<file path="src/rtl/display_mode_scheduler.sv">
// display_mode_scheduler: frame-synchronous owner of the shared OLED / seven-segment
// display mux. Source switches are accepted over valid/ready, take effect on an OLED
// frame boundary, and are followed by BLANK_FRAMES forced-black frames.
// Optional build macro: DISPLAY_SCHED_WATCHDOG_EN adds a cycle watchdog that stands in
// for a missing frame_begin after WDOG_CYCLES cycles in WAIT_FRAME or BLANK.
module display_mode_scheduler #(
  parameter int unsigned NUM_SRC      = 4,
  parameter int unsigned BLANK_FRAMES = 2,
  parameter int unsigned WDOG_CYCLES  = 131072
) (
  input  logic               clk,
  input  logic               reset,
  input  logic               frame_begin,
  input  logic               req_valid,
  input  logic [1:0]         req_src,
  output logic               req_ready,
  input  logic [NUM_SRC-1:0] ended,
  output logic [1:0]         active_src,
  output logic               blank,
  output logic [NUM_SRC-1:0] src_enable,
  output logic               busy,
  output logic               req_err
);

  localparam int unsigned SRC_W  = 2;
  localparam int unsigned CNT_W  = 4;
  localparam int unsigned WDOG_W = 17;

  localparam logic [SRC_W:0]   NUM_SRC_L  = (SRC_W+1)'(NUM_SRC);
  localparam logic [CNT_W-1:0] BLANK_L    = CNT_W'(BLANK_FRAMES);
  localparam logic [NUM_SRC-1:0] MENU_EN  = NUM_SRC'(1);

  typedef enum logic [1:0] {
    ST_ACTIVE     = 2'd0,
    ST_WAIT_FRAME = 2'd1,
    ST_BLANK      = 2'd2
  } state_t;

  state_t             state_q, state_d;
  logic [SRC_W-1:0]   active_src_q, active_src_d;
  logic [SRC_W-1:0]   pending_src_q, pending_src_d;
  logic [CNT_W-1:0]   blank_cnt_q, blank_cnt_d;
  logic               blank_q, blank_d;
  logic [NUM_SRC-1:0] src_enable_q, src_enable_d;
  logic               busy_q, busy_d;
  logic               req_err_q, req_err_d;

  logic               ended_active;
  logic               wdog_fire;
  logic               frame_tick;

  // One-hot run enable for a source index.
  function automatic logic [NUM_SRC-1:0] onehot(input logic [SRC_W-1:0] idx);
    logic [NUM_SRC-1:0] v;
    v = '0;
    for (int i = 0; i < NUM_SRC; i++) begin
      if (idx == SRC_W'(i)) v[i] = 1'b1;
    end
    return v;
  endfunction

  // Pick out the end pulse of the currently active source only.
  always_comb begin
    ended_active = 1'b0;
    for (int i = 0; i < NUM_SRC; i++) begin
      if (active_src_q == SRC_W'(i)) ended_active = ended[i];
    end
  end

`ifdef DISPLAY_SCHED_WATCHDOG_EN
  localparam logic [WDOG_W-1:0] WDOG_LAST = WDOG_W'(WDOG_CYCLES - 1);

  logic [WDOG_W-1:0] wdog_cnt_q, wdog_cnt_d;

  // Count cycles spent waiting on a frame; a missing frame_begin is synthesised at the limit.
  always_comb begin
    wdog_fire = (state_q != ST_ACTIVE) && (wdog_cnt_q == WDOG_LAST);
    if ((state_q == ST_ACTIVE) || frame_begin || wdog_fire) begin
      wdog_cnt_d = '0;
    end else begin
      wdog_cnt_d = wdog_cnt_q + WDOG_W'(1);
    end
  end

  // Watchdog counter register.
  always_ff @(posedge clk or posedge reset) begin
    if (reset) wdog_cnt_q <= '0;
    else       wdog_cnt_q <= wdog_cnt_d;
  end
`else
  // Watchdog compiled out: frames come only from the OLED driver.
  assign wdog_fire = 1'b0 & (WDOG_CYCLES != 0);
`endif

  assign frame_tick = frame_begin | wdog_fire;

  // Next-state and next-output logic for the switch sequence.
  always_comb begin
    state_d       = state_q;
    active_src_d  = active_src_q;
    pending_src_d = pending_src_q;
    blank_cnt_d   = blank_cnt_q;
    blank_d       = blank_q;
    src_enable_d  = src_enable_q;
    req_err_d     = 1'b0;

    case (state_q)
      ST_ACTIVE: begin
        // An active source finishing returns to the menu and pre-empts any request.
        if (ended_active && (active_src_q != '0)) begin
          pending_src_d = '0;
          src_enable_d  = '0;
          state_d       = ST_WAIT_FRAME;
        end else if (req_valid) begin
          if ({1'b0, req_src} >= NUM_SRC_L) begin
            req_err_d = 1'b1;
          end else if (req_src != active_src_q) begin
            pending_src_d = req_src;
            src_enable_d  = '0;
            state_d       = ST_WAIT_FRAME;
          end
        end
      end

      ST_WAIT_FRAME: begin
        if (frame_tick) begin
          active_src_d = pending_src_q;
          blank_cnt_d  = '0;
          if (BLANK_FRAMES == 0) begin
            blank_d      = 1'b0;
            src_enable_d = onehot(pending_src_q);
            state_d      = ST_ACTIVE;
          end else begin
            blank_d = 1'b1;
            state_d = ST_BLANK;
          end
        end
      end

      ST_BLANK: begin
        if (frame_tick) begin
          blank_cnt_d = blank_cnt_q + CNT_W'(1);
          if ((blank_cnt_q + CNT_W'(1)) == BLANK_L) begin
            blank_d      = 1'b0;
            src_enable_d = onehot(active_src_q);
            state_d      = ST_ACTIVE;
          end
        end
      end

      default: begin
        state_d = ST_ACTIVE;
      end
    endcase

    busy_d = (state_d != ST_ACTIVE);
  end

  // State and registered outputs.
  always_ff @(posedge clk or posedge reset) begin
    if (reset) begin
      state_q       <= ST_ACTIVE;
      active_src_q  <= '0;
      pending_src_q <= '0;
      blank_cnt_q   <= '0;
      blank_q       <= 1'b0;
      src_enable_q  <= MENU_EN;
      busy_q        <= 1'b0;
      req_err_q     <= 1'b0;
    end else begin
      state_q       <= state_d;
      active_src_q  <= active_src_d;
      pending_src_q <= pending_src_d;
      blank_cnt_q   <= blank_cnt_d;
      blank_q       <= blank_d;
      src_enable_q  <= src_enable_d;
      busy_q        <= busy_d;
      req_err_q     <= req_err_d;
    end
  end

  // Ready depends on state only so a requester never sees a loop through req_valid.
  assign req_ready  = (state_q == ST_ACTIVE) && !reset;
  assign active_src = active_src_q;
  assign blank      = blank_q;
  assign src_enable = src_enable_q;
  assign busy       = busy_q;
  assign req_err    = req_err_q;

endmodule

</file>
<file path="config.mk">
export PLATFORM = sky130hd
export DESIGN_NAME = display_mode_scheduler
export DESIGN_NICKNAME = d
export VERILOG_FILES = /design/src/rtl/display_mode_scheduler.sv
export SDC_FILE = /design/constraint.sdc
export NUM_CORES = 1
export LEC_CHECK = 0
export BUFFER_PORTS_ARGS = -buffer_cell sky130_fd_sc_hd__clkbuf_2
export CORE_MARGIN = 3
export CORE_UTILIZATION = 52
export CTS_BUF_LIST = sky130_fd_sc_hd__clkbuf_8 sky130_fd_sc_hd__clkbuf_16
export DETAILED_ROUTE_END_ITERATION = 8
export GPL_TIMING_DRIVEN = 1
export PLACE_DENSITY = 0.76
export SLEW_MARGIN = 40
export SYNTH_ARGS = -nofsm -noshare
export SYNTH_HDL_FRONTEND = slang
export SYNTH_SLANG_ARGS = --single-unit
</file>
<file path="constraint.sdc">
create_clock -name clk -period 2.1 [get_ports clk]
set_clock_uncertainty 0.2 [all_clocks]
set_input_delay 0.105 -clock clk [delete_from_list [all_inputs] [get_ports clk]]
set_output_delay 0.105 -clock clk [all_outputs]
set_load 0.005 [all_outputs]
</file>
# Word level (Yosys, flattened, before mapping)

Index checks and enable logic that the tools add are counted.

Add/subtract/negate cells: 1
Equality and inequality tests: 12
Multiplexer cells: 31
Reductions and logical operators: 16

Operator list:

| operator                                      | count |
|---|---|
| two-way mux 4 bit                             | 7 |
| two-way mux 2 bit                             | 9 |
| case mux 4 bit (2 select lines)               | 2 |
| nonzero test 2 bit                            | 6 |
| two-way mux 1 bit                             | 11 |
| == test 2 bit, second input constant          | 3 |
| != test 2 bit, second input constant          | 3 |
| != test 3 bit, second input constant          | 2 |
| case mux 2 bit (3 select lines)               | 1 |
| AND reduction 3 bit                           | 2 |
| AND reduction 5 bit                           | 1 |
| adder 4 x 1 -> 4 bit, second input constant   | 1 |
| == test 2 x 1 -> 1 bit, second input constant | 2 |
| == test 4 x 2 -> 1 bit, second input constant | 1 |
| logical NOT 2 bit                             | 2 |
| AND reduction 4 bit                           | 1 |
| logical AND 1 bit                             | 2 |
| != test 2 bit                                 | 1 |
| case mux 1 bit (2 select lines)               | 1 |
| AND reduction 2 bit                           | 1 |
| logical NOT 1 bit                             | 1 |

Register bits: 16
Input port bits: 10
Output and inout port bits: 10
Word-level logic and storage cells: 67

# Depth between registers and ports, before layout

Gate-level depths: netlist (run 1).

Word-level depth: 9
Mapped depth: 5
Mapped depth without buffers: 5

# Worst setup path before layout (run 1)

Ideal clock, no wire load.

Path kind: flip-flop to flip-flop
From: reg blank_cnt_q[0]
To: reg src_enable_q[1] (netlist: src_enable[1])
Library setup time: 124 ps
Arrival time: 1435 ps
Data required time: 1776 ps
Setup slack: 341 ps
Stages on the path, launching flop included: 6
Path buffers: 0
Period minus slack after synthesis: 1759 ps
Cell sequence: dfrtp_1 -> ha_1 -> nor3_1 -> a41o_1 -> a21oi_1 -> a211o_1

Longest elaborated chain between the ends: 4

Ends and longest elaborated chain:

| item                                 | line | RTL |
|---|---|---|
| from (decl)                          | 42   | `logic [CNT_W-1:0] blank_cnt_q, blank_cnt_d;` |
| from (signal assigned)               | 174  | `blank_cnt_q <= blank_cnt_d;` |
| adder 4 x 1 -> 4 bit                 | 143  | `if ((blank_cnt_q + CNT_W'(1)) == BLANK_L) begin` |
| == test 4 x 2 -> 1 bit               | 143  |  |
| != test 2 bit (no source line)       | -    |  |
| AND reduction 5 bit (no source line) | -    |  |
| to (signal assigned)                 | 176  | `src_enable_q <= src_enable_d;` |
| to (decl)                            | 44   | `logic [NUM_SRC-1:0] src_enable_q, src_enable_d;` |

No other way between the ends.
A chain may end at the register's enable or synchronous reset.

# Worst setup path after layout (run 1)

From: reg blank_cnt_q[1]
To: reg src_enable_q[1] (netlist: src_enable[1])

The elaborated chain is that of the path after synthesis.

==> run summary, run 1 <==
The combined global-route utilization of all metal layers was 0.1969; the area growth from synthesis to layout was 19.97%. The clock-pin slew on the worst setup and hold paths is 0.07 ns. The logs give 0.25 ns for the clock latency of the later-clocked register in the worst-skew pair and 15 for the initial detailed-routing violation count. For the post-synthesis cell count, the log shows 106.

The tools report the CTS root buffer as clkbuf_8. For the worst setup path, the data arrival time is 1.84 ns. The tools report the sort of element at the start of the critical path as a flop. The most critical setup path has its endpoint at src_enable[1]. When the netlist entered floorplanning its net count stood at 118. In this run the horizontal extent of the chip is 48.65 um. In the layout the commonest cells are 18 x nand2_1, 17 x clkbuf_2, 15 x dfrtp_1, 9 x o21ai_0, 8 x inv_1.

The vertical die dimension is 48.65 um, and the clock period minus worst slack is 1.913 ns. The tools report the number of CTS-inserted buffers as 3. Post-layout net count: 141.

The path class of the lowest-slack min-delay path was in2reg. Tracing the worst setup path back leads to its startpoint at blank_cnt_q[1]. The effective utilization at floorplan came out at 0.5870.

By startpoint and endpoint, the worst setup path is classified as reg2reg. The final-report hold violation count came out at 0. The worst flop-to-flop path startpoint was blank_cnt_q[1]. The tools report the max-slew violation total from the final report as 0. The run gives 1.537 mm as the detailed-placement wirelength estimate. The final cycle utilization of the critical path was 0.9107. Pin placement for this block handled 20 I/O pins.

The worst endpoint required time came out at 2.03 ns. Adding up every negative setup slack in the final design gives 0 ns. The power density over the cells works out to 1350 mW/mm^2. The logs give 3.663 mm for the wire length of the first global-routing pass and 0 for the buffers inserted during post-CTS setup optimization. The logs give 4 for the first-pass detailed-route iteration total and 2 for the worst-case clock buffer depth. The share of post-route cells with drive strength above 1 works out to 0.2344. The per-cell routed wire length was 13.99 um.

The number of antenna diodes in the final layout is 0. For the pin with the worst max-slew slack, the measured transition is 0.6041 ns. Leaving out filler cells and counting taps, the final layout contains 152. For this run, the number of Yosys warnings is 0. The logs give 0.19 ns for the flop-to-flop setup slack and 522.9 MHz for the top achievable clock speed. The number of input and output port buffers inserted is 17, and the final routed DRC violation total is 0. The core footprint came out at 0.001612 mm^2. TritonCTS built the clock tree. The netlist uses 37 different library cells.

For the initial antenna violation count, the log shows 0. Number of register bits inferred by synthesis: 16. In this run the cell area of the synthesized design comes to 945.9 um^2. IR analysis of the VDD net gives a maximum drop of 752.0 uV. The routed design has 2.126 mm of wire. At the end of routability-driven placement, the weighted congestion stood at 0.8136. In this run the static leakage power is 0.5656 nW. STA classifies the critical path endpoint as a flop. The logs give 3 for the count of hold buffers inserted by post-cts repair and 16 for the number of clock sinks seen by CTS. The endpoint identified for the worst register-to-register timing path is src_enable[1]. The count of max-cap constraint violations was 0; the number of standard-cell rows in the floorplan was 14. The number of global-route vias before repair was 821; the critical-path maximum fanout was 8.

Number of nets with antenna violations after detailed routing: 0. Post-CTS repair changed the size of 0 cells. The logs give 0.002367 mm^2 for the area of the die and 0 for the residual overflow from global routing. The setup-violating endpoint count in the final report was 0. For the worst slew margin relative to its limit, the log shows 0.5968. Setup repair after global routing left no endpoint under its margin. The share of synthesized area occupied by flip-flops and latches was 0.4246; the synthesized area per cell was 8.924 um^2. The per-cell via count in the routed design came out at 5.645.

The most frequent standard cell in the layout excluding fill and tap cells was nand2_1. The tools report the number of H-tree levels as 1. The pin count of the biggest net entering global routing was 17; the count of cells along the worst register-to-register path was 5. The number of placed instances, taps included, is 145. The run finished with clean final reports. Total via count after detailed routing: 858.
## final cells by class
| type | instances | area (um^2) |
|---|---|---|
| multi-input combinational | 78 | 494.2 |
| clock buffer | 3 | 41.29 |
| tap | 24 | 30.03 |
| fill | 139 | 476.7 |
| clock inverter | 1 | 3.754 |
| sequential | 16 | 401.6 |
| timing repair buffer | 23 | 137.6 |
| inverter | 7 | 26.28 |
## through the flow
stage / power [mW] / util / cell area (um^2) / hold slack (ns) / worst slack (ns)
2_1_floorplan: 1.058 / - / 945.9 / -0.1820 / 0.3412
3_3_place_gp: 1.257 / 0.6576 / 1060 / -0.007274 / 0.2781
3_5_place_dp: 1.291 / 0.6576 / 1060 / 0.002119 / 0.2185
4_1_cts: 1.539 / 0.7042 / 1135 / 0.003783 / 0.1982
5_1_grt: 1.659 / 0.7042 / 1135 / 0.02480 / 0.08857
6_report: 1.532 / 0.7042 / 1135 / 0.006085 / 0.1875
## kinds of logic after synthesis
kind of cell,count (synthesis),share of synthesized area
AND/OR/NAND/NOR,37,0.1905
AO/OA/AOI/OAI,33,0.2500
flip-flops,16,0.4246
buffers and inverters,12,0.05291
multiplexers,3,0.03307
adder cells (fa/ha/maj),2,0.02645
XOR/XNOR,2,0.01852
other,1,0.003964
## metal layers
metal  part of all wire  vias to the layer above  track usage
met4              0.023                        0      0.09953
met1               0.44                      407       0.2378
met3              0.038                        6      0.03067
li1                   -                      423            -
met5                  0                        -            0
met2               0.49                       22       0.3371
## worst min-delay path by stage
| stage | startpoint | endpoint | slack (ns) | cells past startpoint |
|---|---|---|---|---|
| after floorplan | reset | active_src[0] | -0.18 | 1 |
| after global placement | reset | blank_cnt_q[0] | -0.007 | 2 |
| after detailed placement | reset | blank_cnt_q[0] | 0.002 | 2 |
| after CTS | frame_begin | state_q[0] | 0.004 | 2 |
| after global routing | frame_begin | state_q[0] | 0.02 | 2 |
| final | frame_begin | state_q[0] | 0.006 | 2 |
## cell usage after synthesis
cell      number  area share
a21bo_2        1       0.011
a31o_1         1      0.0093
nand3b_1       2       0.016
a41oi_2        1       0.017
nand2b_1       1      0.0066
o21ai_0        9       0.048
mux2i_1        2       0.021
a22o_1         1      0.0093
a41o_1         2       0.021
mux2_2         1       0.012
dfstp_2        1       0.028
inv_1          7       0.028
nor4_1         4       0.026
o211ai_1       1      0.0079
nand4_1        1      0.0066
nor2_1         3       0.012
a211o_1        5       0.046
conb_1         1      0.0040
xor2_1         2       0.019
a211oi_2       1       0.013
nor3_1         2       0.011
a22oi_1        1      0.0079
nor2b_1        2       0.013
dfrtp_1       15        0.40
o31ai_1        1      0.0079
a21oi_1        7       0.037
ha_1           2       0.026
nand3_1        1      0.0053
or2_2          1      0.0066
nand2_1       18       0.071
buf_2          1      0.0053
buf_4          1      0.0079
and2_1         1      0.0066
clkbuf_1       3       0.012
and3b_1        1      0.0093
o21ai_1        1      0.0053
a21oi_2        1      0.0093
## critical path, cell delays in order, from the launching register on
cell	delay, ns
dfrtp_1	0.47
ha_1	0.29
nor3_1	0.27
a41o_1	0.21
a21oi_1	0.08
a211o_1	0.27
## report_power, final
| part | total [mW] | internal [mW] | leakage [nW] | switching, mW |
|---|---|---|---|---|
| sequential | 0.588 | 0.442 | 0.200 | 0.147 |
| clock | 0.234 | 0.130 | 0.0269 | 0.104 |
| combinational | 0.710 | 0.309 | 0.338 | 0.400 |
| total | 1.53 | 0.881 | 0.566 | 0.651 |
## state kept, by name (all words and copies together) (netlist names)
register,cells
active_src,2
busy,1
pending_src_q,2
blank,1
src_enable,4
blank_cnt_q,4
state_q,2
No activity file was read; power rests on OpenSTA's default activity.
==> run 2: changes to the inputs <==
Settings changed: REMOVE_ABC_BUFFERS set to 1.
==> run 2 against run 1 <==
Critical path depth unchanged. Die area stayed put. Critical endpoint unchanged. Sequential power is 2% lower. Clock power hardly changed. Final area up 0.88%. Non-clock buffer count grew 1. Via count up 1.9%. Worst hold slack improved by 0.13 ns.
==> run summary, run 2 (same netlist as run 1, synthesis figures left out) <==
The run finished with clean final reports. The tools report the worst endpoint required time as 2.03 ns. The critical path is of the reg2reg type.

For this design, the sink count on the clock tree is 16. Counting cells, the worst reg-to-reg path comes to 5. The initial detailed-routing violation count was 19; the per-cell routed wire length was 13.67 um.

The run gives 2.091 mm as the wire length reported by the detailed router. In this run the critical register-to-register path is launched from blank_cnt_q[1]. The pin count of the biggest net entering global routing was 17; the number of standard-cell rows in the floorplan was 14. Hold is met by 0.1328 ns. Total stage count of the critical path: 5. The share of post-route cells with drive strength above 1 was 0.2326; the filler-free cell count of the finished design was 153. The max-slew violation total from the final report came out at 0. Among all stages on the critical path, the largest delay is contributed by dfrtp_1. The clock period minus worst slack is 1.892 ns. After clock tree synthesis, the clock-pin slew on the worst setup and hold paths is 0.07 ns. The most critical setup path has its startpoint at blank_cnt_q[1].

Combined global-route utilization of all metal layers: 0.1952. The initial antenna violation count came out at 0. Across the VDD grid, the largest voltage drop is 825.2 uV. The count of inserted antenna diode cells came out at 0. After filler insertion, the fill cell instance count of the layout stands at 132. Power density over the cells: 1340 mW/mm^2. The die covers 0.002367 mm^2. The wire length of the first global-routing pass is 3.705 mm, and the first-pass detailed-route iteration total is 4.

The endpoint identified for the worst register-to-register timing path is src_enable[1]. The critical path goes through ha_1, nor3_1, a41o_1, a21oi_1, a211o_1. The HPWL after detailed placement is 1.492 mm.

The tools report the number of H-tree levels as 1. Along the worst path, the maximum fanout reaches 8. CTS placed an instance of clkbuf_8 at the clock tree root.

Leaving out fill and tap cells, the most frequent cells in the layout are 18 x nand2_1, 17 x clkbuf_2, 15 x dfrtp_1, 9 x o21ai_0, 8 x inv_1. For the buffers inserted during post-CTS setup optimization, the log shows 0. Most frequent standard cell in the layout excluding fill and tap cells: nand2_1. Final-report hold violation count: 0. After global routing the overflow that remains totals 0.

For the worst slew margin relative to its limit, the log shows 0.5859. The logs give 829 for the number of global-route vias before repair and 0.7996 for the global placer's final weighted congestion. Sort of element at the start of the critical path: a flop. For this run, the post-layout net count is 142. The later pin in the worst-skew pair is clocked with a latency of 0.25 ns. The logs give 0 ns for the final sum of negative setup slack and 0.5698 nW for the leakage power figure. The final cycle utilization of the critical path is 0.9008, and the multi-input gate area in the final layout is 494.2 um^2.

The total buffers and inverters traversed by the critical path came out at 0. The min-delay analysis places its worst path in the category in2reg. The longest clock path from root to sink contains 2 buffers. The slew at the pin closest to its max-slew limit was 0.6205 ns.

STA classifies the critical path endpoint as a flop. TritonCTS built the clock tree. For this design the top-level I/O count stands at 20.

The number of input and output port buffers inserted was 17. Setup repair after global routing left no endpoint under its margin. OpenSTA, run right after detailed placement, puts the worst setup slack at 0.2282 ns. The per-cell via count in the routed design was 5.712; the effective utilization at floorplan was 0.5870. The number of CTS-inserted buffers was 3. For the number of nets with antenna violations after detailed routing, the log shows 0. In this design, the stage delay of the slowest critical-path cell is 0.46 ns. Across the whole layout, storage elements account for 401.6 um^2.

From bottom edge to top edge, the die measures 48.65 um. The count of max-cap constraint violations was 0; the final core area utilization was 0.7104. For this run, design rule violations remaining after detail routing come to 0. The worst register-to-register path has a setup slack of 0.21 ns. The number of placed cells counting well taps is 145, and the area growth from synthesis to layout is 21.03%.

In this run the horizontal extent of the chip is 48.65 um. In this run the worst setup path terminates at src_enable[1]. For the setup-violating endpoint count in the final report, the log shows 0. After floorplanning, the core was sized to cover 0.001612 mm^2.

Once routing completed, OpenROAD measured the worst setup slack at 0.2083 ns. The cell family contributing the most delay on the critical path is compound AO/OA/AOI/OAI gates. For this run, the top clock speed supported by timing is 528.6 MHz. Detailed routing inserted a total of 874 vias. The run gives 1.82 ns as the data arrival time of the critical path.
run 2: changes by cell type in the layout (fill, tap and decap cells not counted), sizes merged:
cell	before	now
dlygate4sd3	3	4
run 2: layer usage:
metal	share of wire	GRT usage
met1	0.44	0.2485
met2	0.50	0.3326
met3	0.042	0.03067
met4	0.016	0.07109
met5	0	0
run 2: cell type report:
class | instances | share of cell area
inverter | 7 | 0.02295
sequential | 16 | 0.3508
multi-input combinational | 78 | 0.4317
timing repair buffer | 24 | 0.1290
clock buffer | 3 | 0.03607
clock inverter | 1 | 0.003279
tap | 24 | 0.02623
run 2: worst min-delay path, cell delays in order:
cell and delay, ns:
clkbuf_2 0.07, mux2_2 0.14, a21oi_2 0.09, nand2_1 0.07, mux2i_1 0.06
run 2: worst min path at each step:
stage	from	end	slack, ns	depth (start not counted)
finish	ended[3]	pending_src_q[1]	0.13	5
global route	ended[1]	pending_src_q[1]	0.14	5
CTS	ended[3]	pending_src_q[1]	0.13	5
detailed placement	reset	state_q[0]	0.02	2
global placement	reset	active_src[0]	0.005	2
floorplan	reset	active_src[0]	-0.18	1
run 2: through the flow:
| step | power (mW) | area, um^2 |
|---|---|---|
| floorplan | 1.038 | 922.1 |
| global placement | 1.258 | 1060 |
| detailed placement | 1.291 | 1060 |
| CTS | 1.538 | 1145 |
| global route | 1.664 | 1145 |
| finish | 1.534 | 1145 |
run 2: power breakdown:
part           switching [mW]  total [mW]  internal [mW]
Sequential              0.133       0.575          0.442
Combinational           0.413       0.726          0.313
Clock                   0.104       0.233          0.130
Total                   0.650        1.53          0.884
run 2: repair_timing:
| action | CTS | global route |
|---|---|---|
| hold endpoints to repair | 18 | 0 |
| gates resized for setup | 0 | 0 |
| hold buffers | 4 | 0 |
